`config.mk`:
```
export PLATFORM = sky130hd
export DESIGN_NAME = reg_bank_flat
export DESIGN_NICKNAME = d
export VERILOG_FILES = /design/src/rtl/relay_pkg.sv /design/src/rtl/reg_bank_if.sv /design/src/rtl/reg_cell.sv /design/src/rtl/reg_bank.sv /design/src/flat_wrapper.sv
export SDC_FILE = /design/constraint.sdc
export NUM_CORES = 1
export LEC_CHECK = 0
export ABC_AREA = 1
export CELL_PAD_IN_SITES_DETAIL_PLACEMENT = 1
export CELL_PAD_IN_SITES_GLOBAL_PLACEMENT = 1
export CORE_MARGIN = 3
export CORE_UTILIZATION = 38
export CTS_CLUSTER_SIZE = 12
export DETAILED_ROUTE_END_ITERATION = 10
export PLACE_DENSITY_LB_ADDON = 0.3
export SYNTH_ARGS = -nofsm -noshare
export SYNTH_HDL_FRONTEND = slang
export SYNTH_HIERARCHICAL = 1
export SYNTH_SLANG_ARGS = --single-unit
export TNS_END_PERCENT = 1
```
`constraint.sdc`:
```
create_clock -name clk -period 2.3 [get_ports clk]
set_clock_uncertainty 0.15 [all_clocks]
set_input_delay 0.23 -clock clk [delete_from_list [all_inputs] [get_ports clk]]
set_output_delay 0.23 -clock clk [all_outputs]
set_load 0.005 [all_outputs]
```
`src/rtl/relay_pkg.sv`:
```
// Shared types and defaults for the relay-style register bank.
// FSM state encoding, default geometry, and a one-hot helper.
package relay_pkg;

    typedef enum logic [1:0] {
        IDLE       = 2'd0,
        LD_SETTLE  = 2'd1,
        SEL_SETTLE = 2'd2,
        SEL_DRIVE  = 2'd3
    } state_e;

    localparam int DEF_WIDTH  = 8;
    localparam int DEF_NREGS  = 4;
    localparam int DEF_SETTLE = 2;

    // Request vectors are zero-extended to 16 bits (NREGS never exceeds 16).
    function automatic logic is_onehot(input logic [15:0] v);
        return (v != 16'd0) && ((v & (v - 16'd1)) == 16'd0);
    endfunction

endpackage

```
`src/rtl/reg_bank_if.sv`:
```
// Request/bus bundle between a sequencer (master) and reg_bank (slave).
interface reg_bank_if
    import relay_pkg::*;
#(
    parameter int WIDTH = DEF_WIDTH,
    parameter int NREGS = DEF_NREGS
);
    logic [NREGS-1:0] ld_en;
    logic [NREGS-1:0] sel_en;
    logic [WIDTH-1:0] data_in;
    logic [WIDTH-1:0] data_out;
    logic             data_out_vld;
    logic             busy;
    logic             err;

    modport master (
        output ld_en, sel_en, data_in,
        input  data_out, data_out_vld, busy, err
    );

    modport slave (
        input  ld_en, sel_en, data_in,
        output data_out, data_out_vld, busy, err
    );
endinterface

```
`src/rtl/reg_cell.sv`:
```
// One WIDTH-bit storage register with synchronous active-low reset and load enable.
module reg_cell #(
    parameter int WIDTH = 8
) (
    input  logic             clk,
    input  logic             rst_n,
    input  logic             ld,
    input  logic [WIDTH-1:0] d,
    output logic [WIDTH-1:0] q
);
    logic [WIDTH-1:0] val_q;
    logic [WIDTH-1:0] val_d;

    always_comb begin
        val_d = ld ? d : val_q;
    end

    always_ff @(posedge clk) begin
        if (!rst_n) val_q <= '0;
        else        val_q <= val_d;
    end

    assign q = val_q;
endmodule

```
`src/rtl/reg_bank.sv`:
```
// Relay-style register bank: settled loads and settled bus selects on a bank of reg_cells.
// Optional macro REG_BANK_LED_EN drives led_ld/led_sel from the accepted request; otherwise they read 0.
//
// state      | meaning
// IDLE       | waiting for a one-hot ld_en or sel_en request
// LD_SETTLE  | load relay settling; write staging to the register when cnt reaches 0
// SEL_SETTLE | select relay settling; begin driving the bus when cnt reaches 0
// SEL_DRIVE  | driving the selected register onto data_out while sel stays high
module reg_bank
    import relay_pkg::*;
#(
    parameter int WIDTH  = DEF_WIDTH,
    parameter int NREGS  = DEF_NREGS,
    parameter int SETTLE = DEF_SETTLE
) (
    input  logic                   clk,
    input  logic                   rst_n,
    reg_bank_if.slave              bus,
    output logic [NREGS*WIDTH-1:0] reg_q,
    output logic [NREGS-1:0]       led_ld,
    output logic [NREGS-1:0]       led_sel
);
    localparam int CW = $clog2(SETTLE + 1);
    localparam logic [CW-1:0] CNT_INIT = CW'(SETTLE - 1);

    state_e           state_q, state_d;
    logic [CW-1:0]    cnt_q, cnt_d;
    logic [NREGS-1:0] idx_q, idx_d;
    logic [WIDTH-1:0] stg_q, stg_d;
    logic [WIDTH-1:0] dout_q, dout_d;
    logic             vld_q, vld_d;
    logic             busy_q, busy_d;
    logic             err_q, err_d;

    logic [NREGS-1:0] wr_en;
    logic [WIDTH-1:0] cell_q [NREGS];
    logic [WIDTH-1:0] sel_val;
    logic             ld_held, sel_held;

    genvar g;
    generate
        for (g = 0; g < NREGS; g++) begin : g_cell
            reg_cell #(.WIDTH(WIDTH)) u_cell (
                .clk   (clk),
                .rst_n (rst_n),
                .ld    (wr_en[g]),
                .d     (stg_q),
                .q     (cell_q[g])
            );
            assign reg_q[g*WIDTH +: WIDTH] = cell_q[g];
        end
    endgenerate

    always_comb begin
        sel_val = '0;
        for (int i = 0; i < NREGS; i++) begin
            if (idx_q[i]) sel_val = cell_q[i];
        end
    end

    // The request that was accepted must stay asserted for the whole settle window.
    assign ld_held  = |(bus.ld_en  & idx_q);
    assign sel_held = |(bus.sel_en & idx_q);

    always_comb begin
        state_d = state_q;
        cnt_d   = cnt_q;
        idx_d   = idx_q;
        stg_d   = stg_q;
        dout_d  = dout_q;
        vld_d   = vld_q;
        err_d   = 1'b0;
        wr_en   = '0;
        case (state_q)
            IDLE: begin
                dout_d = '0;
                vld_d  = 1'b0;
                if (|bus.ld_en) begin
                    if (is_onehot(16'(bus.ld_en))) begin
                        state_d = LD_SETTLE;
                        cnt_d   = CNT_INIT;
                        idx_d   = bus.ld_en;
                        stg_d   = bus.data_in;
                    end else begin
                        err_d = 1'b1;
                    end
                end else if (|bus.sel_en) begin
                    if (is_onehot(16'(bus.sel_en))) begin
                        state_d = SEL_SETTLE;
                        cnt_d   = CNT_INIT;
                        idx_d   = bus.sel_en;
                    end else begin
                        err_d = 1'b1;
                    end
                end
            end
            LD_SETTLE: begin
                if (!ld_held) begin
                    state_d = IDLE;
                    err_d   = 1'b1;
                end else if (cnt_q == '0) begin
                    wr_en   = idx_q;
                    state_d = IDLE;
                end else begin
                    cnt_d = cnt_q - CW'(1);
                end
            end
            SEL_SETTLE: begin
                if (!sel_held) begin
                    state_d = IDLE;
                    err_d   = 1'b1;
                end else if (cnt_q == '0) begin
                    state_d = SEL_DRIVE;
                    dout_d  = sel_val;
                    vld_d   = 1'b1;
                end else begin
                    cnt_d = cnt_q - CW'(1);
                end
            end
            SEL_DRIVE: begin
                if (sel_held) begin
                    dout_d = sel_val;
                    vld_d  = 1'b1;
                end else begin
                    state_d = IDLE;
                    dout_d  = '0;
                    vld_d   = 1'b0;
                end
            end
            default: state_d = IDLE;
        endcase
        busy_d = (state_d != IDLE);
    end

    always_ff @(posedge clk) begin
        if (!rst_n) begin
            state_q <= IDLE;
            cnt_q   <= '0;
            idx_q   <= '0;
            stg_q   <= '0;
            dout_q  <= '0;
            vld_q   <= 1'b0;
            busy_q  <= 1'b0;
            err_q   <= 1'b0;
        end else begin
            state_q <= state_d;
            cnt_q   <= cnt_d;
            idx_q   <= idx_d;
            stg_q   <= stg_d;
            dout_q  <= dout_d;
            vld_q   <= vld_d;
            busy_q  <= busy_d;
            err_q   <= err_d;
        end
    end

    assign bus.data_out     = dout_q;
    assign bus.data_out_vld = vld_q;
    assign bus.busy         = busy_q;
    assign bus.err          = err_q;

`ifdef REG_BANK_LED_EN
    logic [NREGS-1:0] led_ld_q, led_ld_d;
    logic [NREGS-1:0] led_sel_q, led_sel_d;

    always_comb begin
        led_ld_d  = (state_d == LD_SETTLE) ? idx_d : '0;
        led_sel_d = (state_d == SEL_SETTLE || state_d == SEL_DRIVE) ? idx_d : '0;
    end

    always_ff @(posedge clk) begin
        if (!rst_n) begin
            led_ld_q  <= '0;
            led_sel_q <= '0;
        end else begin
            led_ld_q  <= led_ld_d;
            led_sel_q <= led_sel_d;
        end
    end

    assign led_ld  = led_ld_q;
    assign led_sel = led_sel_q;
`else
    assign led_ld  = '0;
    assign led_sel = '0;
`endif
endmodule

```
`src/flat_wrapper.sv`:
```
// flat-port wrapper written by rule: the top's interface ports become plain ports
module reg_bank_flat import relay_pkg::*;
#(
    parameter int WIDTH  = DEF_WIDTH,
    parameter int NREGS  = DEF_NREGS,
    parameter int SETTLE = DEF_SETTLE
)
  (clk, rst_n, reg_q, led_ld, led_sel, bus_ld_en, bus_sel_en, bus_data_in, bus_data_out, bus_data_out_vld, bus_busy, bus_err);
  reg_bank_if #(.WIDTH(WIDTH), .NREGS(NREGS)) bus_i ();
  input  logic clk;
  input  logic rst_n;
  output logic [NREGS*WIDTH-1:0] reg_q;
  output logic [NREGS-1:0] led_ld;
  output logic [NREGS-1:0] led_sel;
  input wire logic [$bits(bus_i.ld_en)-1:0] bus_ld_en;
  input wire logic [$bits(bus_i.sel_en)-1:0] bus_sel_en;
  input wire logic [$bits(bus_i.data_in)-1:0] bus_data_in;
  output wire logic [$bits(bus_i.data_out)-1:0] bus_data_out;
  output wire logic [$bits(bus_i.data_out_vld)-1:0] bus_data_out_vld;
  output wire logic [$bits(bus_i.busy)-1:0] bus_busy;
  output wire logic [$bits(bus_i.err)-1:0] bus_err;
  assign bus_i.ld_en = bus_ld_en;
  assign bus_i.sel_en = bus_sel_en;
  assign bus_i.data_in = bus_data_in;
  assign bus_data_out = bus_i.data_out;
  assign bus_data_out_vld = bus_i.data_out_vld;
  assign bus_busy = bus_i.busy;
  assign bus_err = bus_i.err;
  reg_bank #(.WIDTH(WIDTH), .NREGS(NREGS), .SETTLE(SETTLE)) u_core (.clk(clk), .rst_n(rst_n), .bus(bus_i), .reg_q(reg_q), .led_ld(led_ld), .led_sel(led_sel));
endmodule
```
# ---- Word level (Yosys, flattened, before mapping)
# Cells that the tools add are included.
dict set report totals {
  ff_bits 59
  latchBits 0
  mem_bits_rw 0
  elab_cells 94
  romBits 0
  n_memories 0
  output_inout_bits 51
  inputBits 18
}
dict set report classes {
  bitwise 4
  magnitude_cmp 0
  shifts 0
  n_addsub 3
  div 0
  multipliers 0
  n_eq_ne 10
  n_reduce_logical 21
  muxes 44
}
# operator count
set op_table {}
lappend op_table {{$mux W8} 7}
lappend op_table {{$and A4 B16 Y16} 2}
lappend op_table {{$logic_not A16 Y1} 2}
lappend op_table {{$mux W2} 16}
lappend op_table {{$mux W4} 7}
lappend op_table {{$pmux W8 S3} 1}
lappend op_table {{$reduce_or A4 Y1} 4}
lappend op_table {{$sub A4 B1 Y5 const B} 2}
lappend op_table {{$mux W1} 9}
lappend op_table {{$and A4 B4 Y4} 2}
lappend op_table {{$pmux W2 S4} 1}
lappend op_table {{$reduce_bool A4 Y1} 2}
lappend op_table {{$ne A2 B1 Y1 const B} 3}
lappend op_table {{$ne A3 B1 Y1 const B} 2}
lappend op_table {{$pmux W1 S3} 2}
lappend op_table {{$pmux W2 S3} 1}
lappend op_table {{$reduce_and A3 Y1} 2}
lappend op_table {{$reduce_and A6 Y1} 1}
lappend op_table {{$reduce_bool A2 Y1} 3}
lappend op_table {{$reduce_bool A3 Y1} 2}
lappend op_table {{$eq A2 B2 Y1 const B} 2}
lappend op_table {{$logic_not A2 Y1} 2}
lappend op_table {{$reduce_and A4 Y1} 1}
lappend op_table {{$ne A3 B3 Y1 const B} 1}
lappend op_table {{other kinds (4)} 5}

# ---- Longest topological paths before layout
dict set report depth {
  depth_word 9
  mapped_depth 10
  depth_no_buf 10
}

# ---- Cells and area by module
# The synthesis kept the hierarchy.
# mod area_each_um2 instances cells_each seq_area_each_um2
set modules_own_cells {}
lappend modules_own_cells {reg_bank 1769.2 1 271 540.5}
lappend modules_own_cells {reg_cell 356.6 4 51 160.2}

# ---- Worst setup path after synthesis
# No wires, ideal clock.
dict set report synth_timing {
  path_kind {register -> register}
  startpoint {register u_core.state_q[1]}
  endpoint {register u_core.cnt_q[1]}
  path_stages_with_launch 10
  period_less_slack_ns 1.586
  path_buffers 0
  t_arrival_ns 1.324
  setup_ns 0.113
  required_time_ns 2.037
  setup_slack_ns 0.714
  cell_sequence {dfxtp_1 -> inv_1 -> ha_1 -> inv_1 -> o21ai_0 -> nor2_4 -> nand2_1 -> nand2_1 -> nand2_1 -> nor2_1}
}
dict set report synth_via {
  elab_chain_cells 3
  elab_cells_between_ends 11
  cone_classes {eq/ne: 7; mux: 1; reduce/logical: 3}
}
# element line
set synth_lines {}
lappend synth_lines {{start, declared} reg_bank.sv:26} ;# state_e state_q, state_d;
lappend synth_lines {{start signal, assigned} reg_bank.sv:146} ;# state_q <= state_d;
lappend synth_lines {{$eq A2 B1 Y1, or another cell as far along} reg_bank.sv:74} ;# case (state_q)
lappend synth_lines {{$ne A2 B1 Y1 (no source line), or another cell as far along} n/a}
lappend synth_lines {{$reduce_and A6 Y1 (no source line)} n/a}
lappend synth_lines {{end signal, assigned} reg_bank.sv:147} ;# cnt_q <= cnt_d;
lappend synth_lines {{end, declared} reg_bank.sv:27} ;# logic [CW-1:0] cnt_q, cnt_d;
# Several ways; a longest one is shown, not always the timed one.
# A chain may end at the register's enable or synchronous reset.

# ---- Worst setup path in the final report
dict set report layout_timing {
  startpoint {register u_core.idx_q[0]}
  endpoint {register u_core.g_cell[0].u_cell.val_q[1]}
}
dict set report layout_via {
  elab_chain_cells 4
  elab_cells_between_ends 5
  cone_classes {mux: 3; bitwise: 1; reduce/logical: 1}
}
# element line
set layout_lines {}
lappend layout_lines {{start, declared} reg_bank.sv:28} ;# logic [NREGS-1:0] idx_q, idx_d;
lappend layout_lines {{start signal, assigned} reg_bank.sv:148} ;# idx_q <= idx_d;
lappend layout_lines {{$and A4 B4 Y4} reg_bank.sv:62} ;# assign ld_held = |(bus.ld_en & idx_q);
lappend layout_lines {{$reduce_or A4 Y1} reg_bank.sv:62}
lappend layout_lines {{$mux W4 (*)} reg_bank.sv:98} ;# if (!ld_held) begin
lappend layout_lines {{$mux W4 (*)} reg_bank.sv:74}
lappend layout_lines {{via u_core.wr_en[0]} reg_bank.sv:35} ;# logic [NREGS-1:0] wr_en;
lappend layout_lines {{end signal, assigned} reg_cell.sv:20} ;# else val_q <= val_d;
lappend layout_lines {{end, declared} reg_cell.sv:11} ;# logic [WIDTH-1:0] val_q;
# The timed path passes the listed nets; every way through them passes the cells marked *.

==> impl_results.md <==
- Mapped Area: 3200 um2
- Number of port buffers: 60
- Overall overflow remaining after global route: 0
- Portion of the clock cycle consumed by the worst path in the final layout: 80.2%
- Routed wirelength normalized by instance count: 14.3 um
- Kind of end point of the critical path: register
- Diode insertion count for antenna repair: 0
- Initial Utilization: 40.3%
- Total count of max-transition violations in the final report: 0
- Standby leakage power: 0.00168 uW
- Clock period minus worst slack: 1.84 ns
- Final ANT Viol Nets: 0
- Dpl cell area: 3740 um2
- Top library cells by usage in the layout, fill and taps aside: 147 x sky130_fd_sc_hd__nand2_1, 85 x sky130_fd_sc_hd__nor2_1, 60 x sky130_fd_sc_hd__clkdlybuf4s50_1, 59 x sky130_fd_sc_hd__dfxtp_1, 50 x sky130_fd_sc_hd__inv_1
- Power density over cell area: 757 nW/um2
- Standard-cell rows: 32
- Number of flip-flops and latches in the synthesized netlist: 59
- Share of async-settable or async-resettable flops after synthesis: 0%
- Startpoint type of the worst setup path: register
- Final setup TNS: 0 ns
- Clock Latency Late Sink: 0.34 ns
- Via count of the routed design: 3036
- Required time at the worst-slack endpoint: 2.38 ns
- Worst slew margin relative to its limit: 64.9%
- Estimated wirelength of the detail-placed design: 6770 um
- Final hold violations: 0
- Number of vias per cell after detailed routing: 4.74
- Post-placement setup slack: 0.343 ns
- Unrepaired setup endpoints after global routing: no
- Number of nets in the finished design: 557
- # DRC: 0
- Via count of the first global-routing pass: 3017
- Vertical die dimension: 97.7 um
- Cell chosen for the clock root: sky130_fd_sc_hd__clkbuf_8
- GP Congestion: 0.857
- Die boundary width: 97.7 um
- Final std cells w/o fill: 641
- Peak Freq: 542 MHz
- Number of instances resized during post-cts repair: 0
- Number of DRC violations after detailed-routing iteration 0: 105
- Area growth from synthesis to layout: 24.5%
- Ys Warns: 6
- Uppermost metal layer occupied by signal nets: met4
- Count of TritonRoute iterations in the first routing pass: 4
- Hold buffers post-CTS: 0
- Met2 WL post-DR: 4260 um
- Detailed-routing wirelength on met1: 4420 um
- TritonCTS Buffers: 9
- Final Setup Violations: 0
- Arrival time at the worst endpoint: 1.93 ns
- Avg Inst Size Synth: 6.73 um2
- Post-route core utilization: 50.2%
- Sequential fraction of the synthesis area: 37.0%
- Maxcap violations: 0
- Final design area excluding fillers: 3980 um2
- Cell count after placement: 625
- Number of enable flip-flop cells after synthesis: 0
- Global-route usage over all layers: 19.6%
- Amount of wire on met3 after detailed routing: 400 um
- Standard cell core area: 7930 um2
- Kind of critical path: reg2reg
- Cell count after synthesis: 475
- Bufs on Longest Clock Path: 2
- TritonCTS clock tree: done
- Buffers inserted during post-CTS setup optimization: 0
- Minimum setup slack in the final design: 0.456 ns
- First-pass GRT wire length: 15100 um
- Most common library cell in the layout ignoring fill and taps: sky130_fd_sc_hd__nand2_1
- Worst Tran Pin Value: 0.526 ns
- Cell variety after synth: 33
- Run status: finished clean
- Sum of routed wire length over all layers: 9150 um
- Maximum fanout along the worst path: 16
- Antenna violations before repair: 0
- Worst hold path class: reg2reg
- Die area: 9550 um2
- Clock input transition at the sequential cells of the worst setup and hold paths: 0.07 ns
- Number of clock sinks: 59
- Layout cells sized above 1: 9.83%
- Maximum VDD drop: 0.377 mV
- I/O pin total: 69
- Synth Flop Type: sky130_fd_sc_hd__dfxtp_1
- Maximum number of pins on one net before global-route repair: 42
- CTS H-Tree Depth: 3
## power breakdown
group / internal [uW] / switching [uW] / total, uW
sequential: 1090 / 73.0 / 1160
clock: 722 / 429 / 1150
combinational: 257 / 446 / 702
total: 2060 / 948 / 3010
## routing by layer
metal | vias to the layer above | global-route usage, %
li1 | 1559 | -
met1 | 1410 | 26.4
met2 | 62 | 32.1
met3 | 5 | 5.03
met4 | 0 | 3.83
met5 | - | 0
## final cells by class
| type | count | area [um2] |
|---|---|---|
| Clock buffer | 10 | 128 |
| Clock inverter | 6 | 114 |
| Fill cell | 1035 | 3950 |
| Inverter | 55 | 208 |
| Multi-Input combinational cell | 341 | 1560 |
| Sequential cell | 59 | 1180 |
| Tap cell | 102 | 128 |
| Timing Repair Buffer | 68 | 661 |
## cell usage after synthesis, types with 2 or more instances
| library cell | n | share of area [%] |
|---|---|---|
| sky130_fd_sc_hd__buf_6 | 5 | 1.8 |
| sky130_fd_sc_hd__a31o_2 | 2 | 0.55 |
| sky130_fd_sc_hd__buf_4 | 11 | 2.6 |
| sky130_fd_sc_hd__dfxtp_1 | 59 | 37 |
| sky130_fd_sc_hd__o21ai_1 | 2 | 0.31 |
| sky130_fd_sc_hd__clkinv_1 | 2 | 0.24 |
| sky130_fd_sc_hd__buf_8 | 8 | 3.8 |
| sky130_fd_sc_hd__ha_1 | 5 | 2.0 |
| sky130_fd_sc_hd__inv_2 | 2 | 0.24 |
| sky130_fd_sc_hd__o21a_1 | 7 | 1.6 |
| sky130_fd_sc_hd__nand2_2 | 17 | 3.3 |
| sky130_fd_sc_hd__nand3_1 | 15 | 2.3 |
| sky130_fd_sc_hd__clkbuf_1 | 2 | 0.24 |
| sky130_fd_sc_hd__o21ai_0 | 13 | 2.0 |
| sky130_fd_sc_hd__inv_1 | 50 | 5.9 |
| sky130_fd_sc_hd__nor3_1 | 3 | 0.47 |
| sky130_fd_sc_hd__nor2_4 | 2 | 0.70 |
| sky130_fd_sc_hd__nor2_2 | 2 | 0.39 |
| sky130_fd_sc_hd__nor2_1 | 85 | 10 |
| sky130_fd_sc_hd__nand2_1 | 147 | 17 |
| sky130_fd_sc_hd__o211ai_1 | 6 | 1.4 |
| sky130_fd_sc_hd__a21oi_1 | 19 | 3.0 |
## registers in the layout (all words and copies together) (netlist names), 2 cells and up
name and cells:
u_core/bus.data_out 8, u_core/idx_q 4, u_core/state_q 2, u_core/stg_q 8
u_core/cnt_q 2, u_core/g_cell.u_cell/q 32
## critical path: stages, from the launching register on
cell and delay, ns:
sky130_fd_sc_hd__dfxtp_1 0.61, sky130_fd_sc_hd__nand2_1 0.16, sky130_fd_sc_hd__nand2_2 0.12, sky130_fd_sc_hd__nor2_4 0.06, sky130_fd_sc_hd__nor3b_1 0.18, sky130_fd_sc_hd__buf_4 0.25, sky130_fd_sc_hd__nand2_1 0.09, sky130_fd_sc_hd__nand2_1 0.07
sky130_fd_sc_hd__nor2_1 0.04
## through the flow
| step | hold slack, ns | power [uW] |
|---|---|---|
| detailed placement | 0.312 | 1890 |
| floorplan | 0.245 | 1660 |
| global route | 0.341 | 3190 |
| finish | 0.321 | 3010 |
| global placement | 0.298 | 1860 |
| CTS | 0.315 | 3040 |
## path summary, 6_finish.rpt
check | depth (start not counted) | start | slack (ns) | to
worst min-delay path | 2 | u_core/bus.data_out_vld$_SDFFE_PN0P_ | 0.32 | u_core/bus.data_out_vld$_SDFFE_PN0P_
worst max register to register | 8 | u_core/idx_q[0]$_SDFFE_PN0P_ | 0.46 | u_core/g_cell[0].u_cell/q[1]$_SDFFE_PN0P_
worst max-delay path | 8 | u_core/idx_q[0]$_SDFFE_PN0P_ | 0.46 | u_core/g_cell[0].u_cell/q[1]$_SDFFE_PN0P_
worst min register to register | 2 | u_core/bus.data_out_vld$_SDFFE_PN0P_ | 0.32 | u_core/bus.data_out_vld$_SDFFE_PN0P_
## kinds of logic after synthesis
kind of cell    after synthesis  share of synthesized area (%)
flops                        59                           37.0
fa+ha+maj                     5                           1.96
buf+inv                      82                           15.0
compound gates               54                           10.7
other cells                   1                          0.117
simple gates                274                           35.3
No activity file was read; power rests on OpenSTA's default activity.
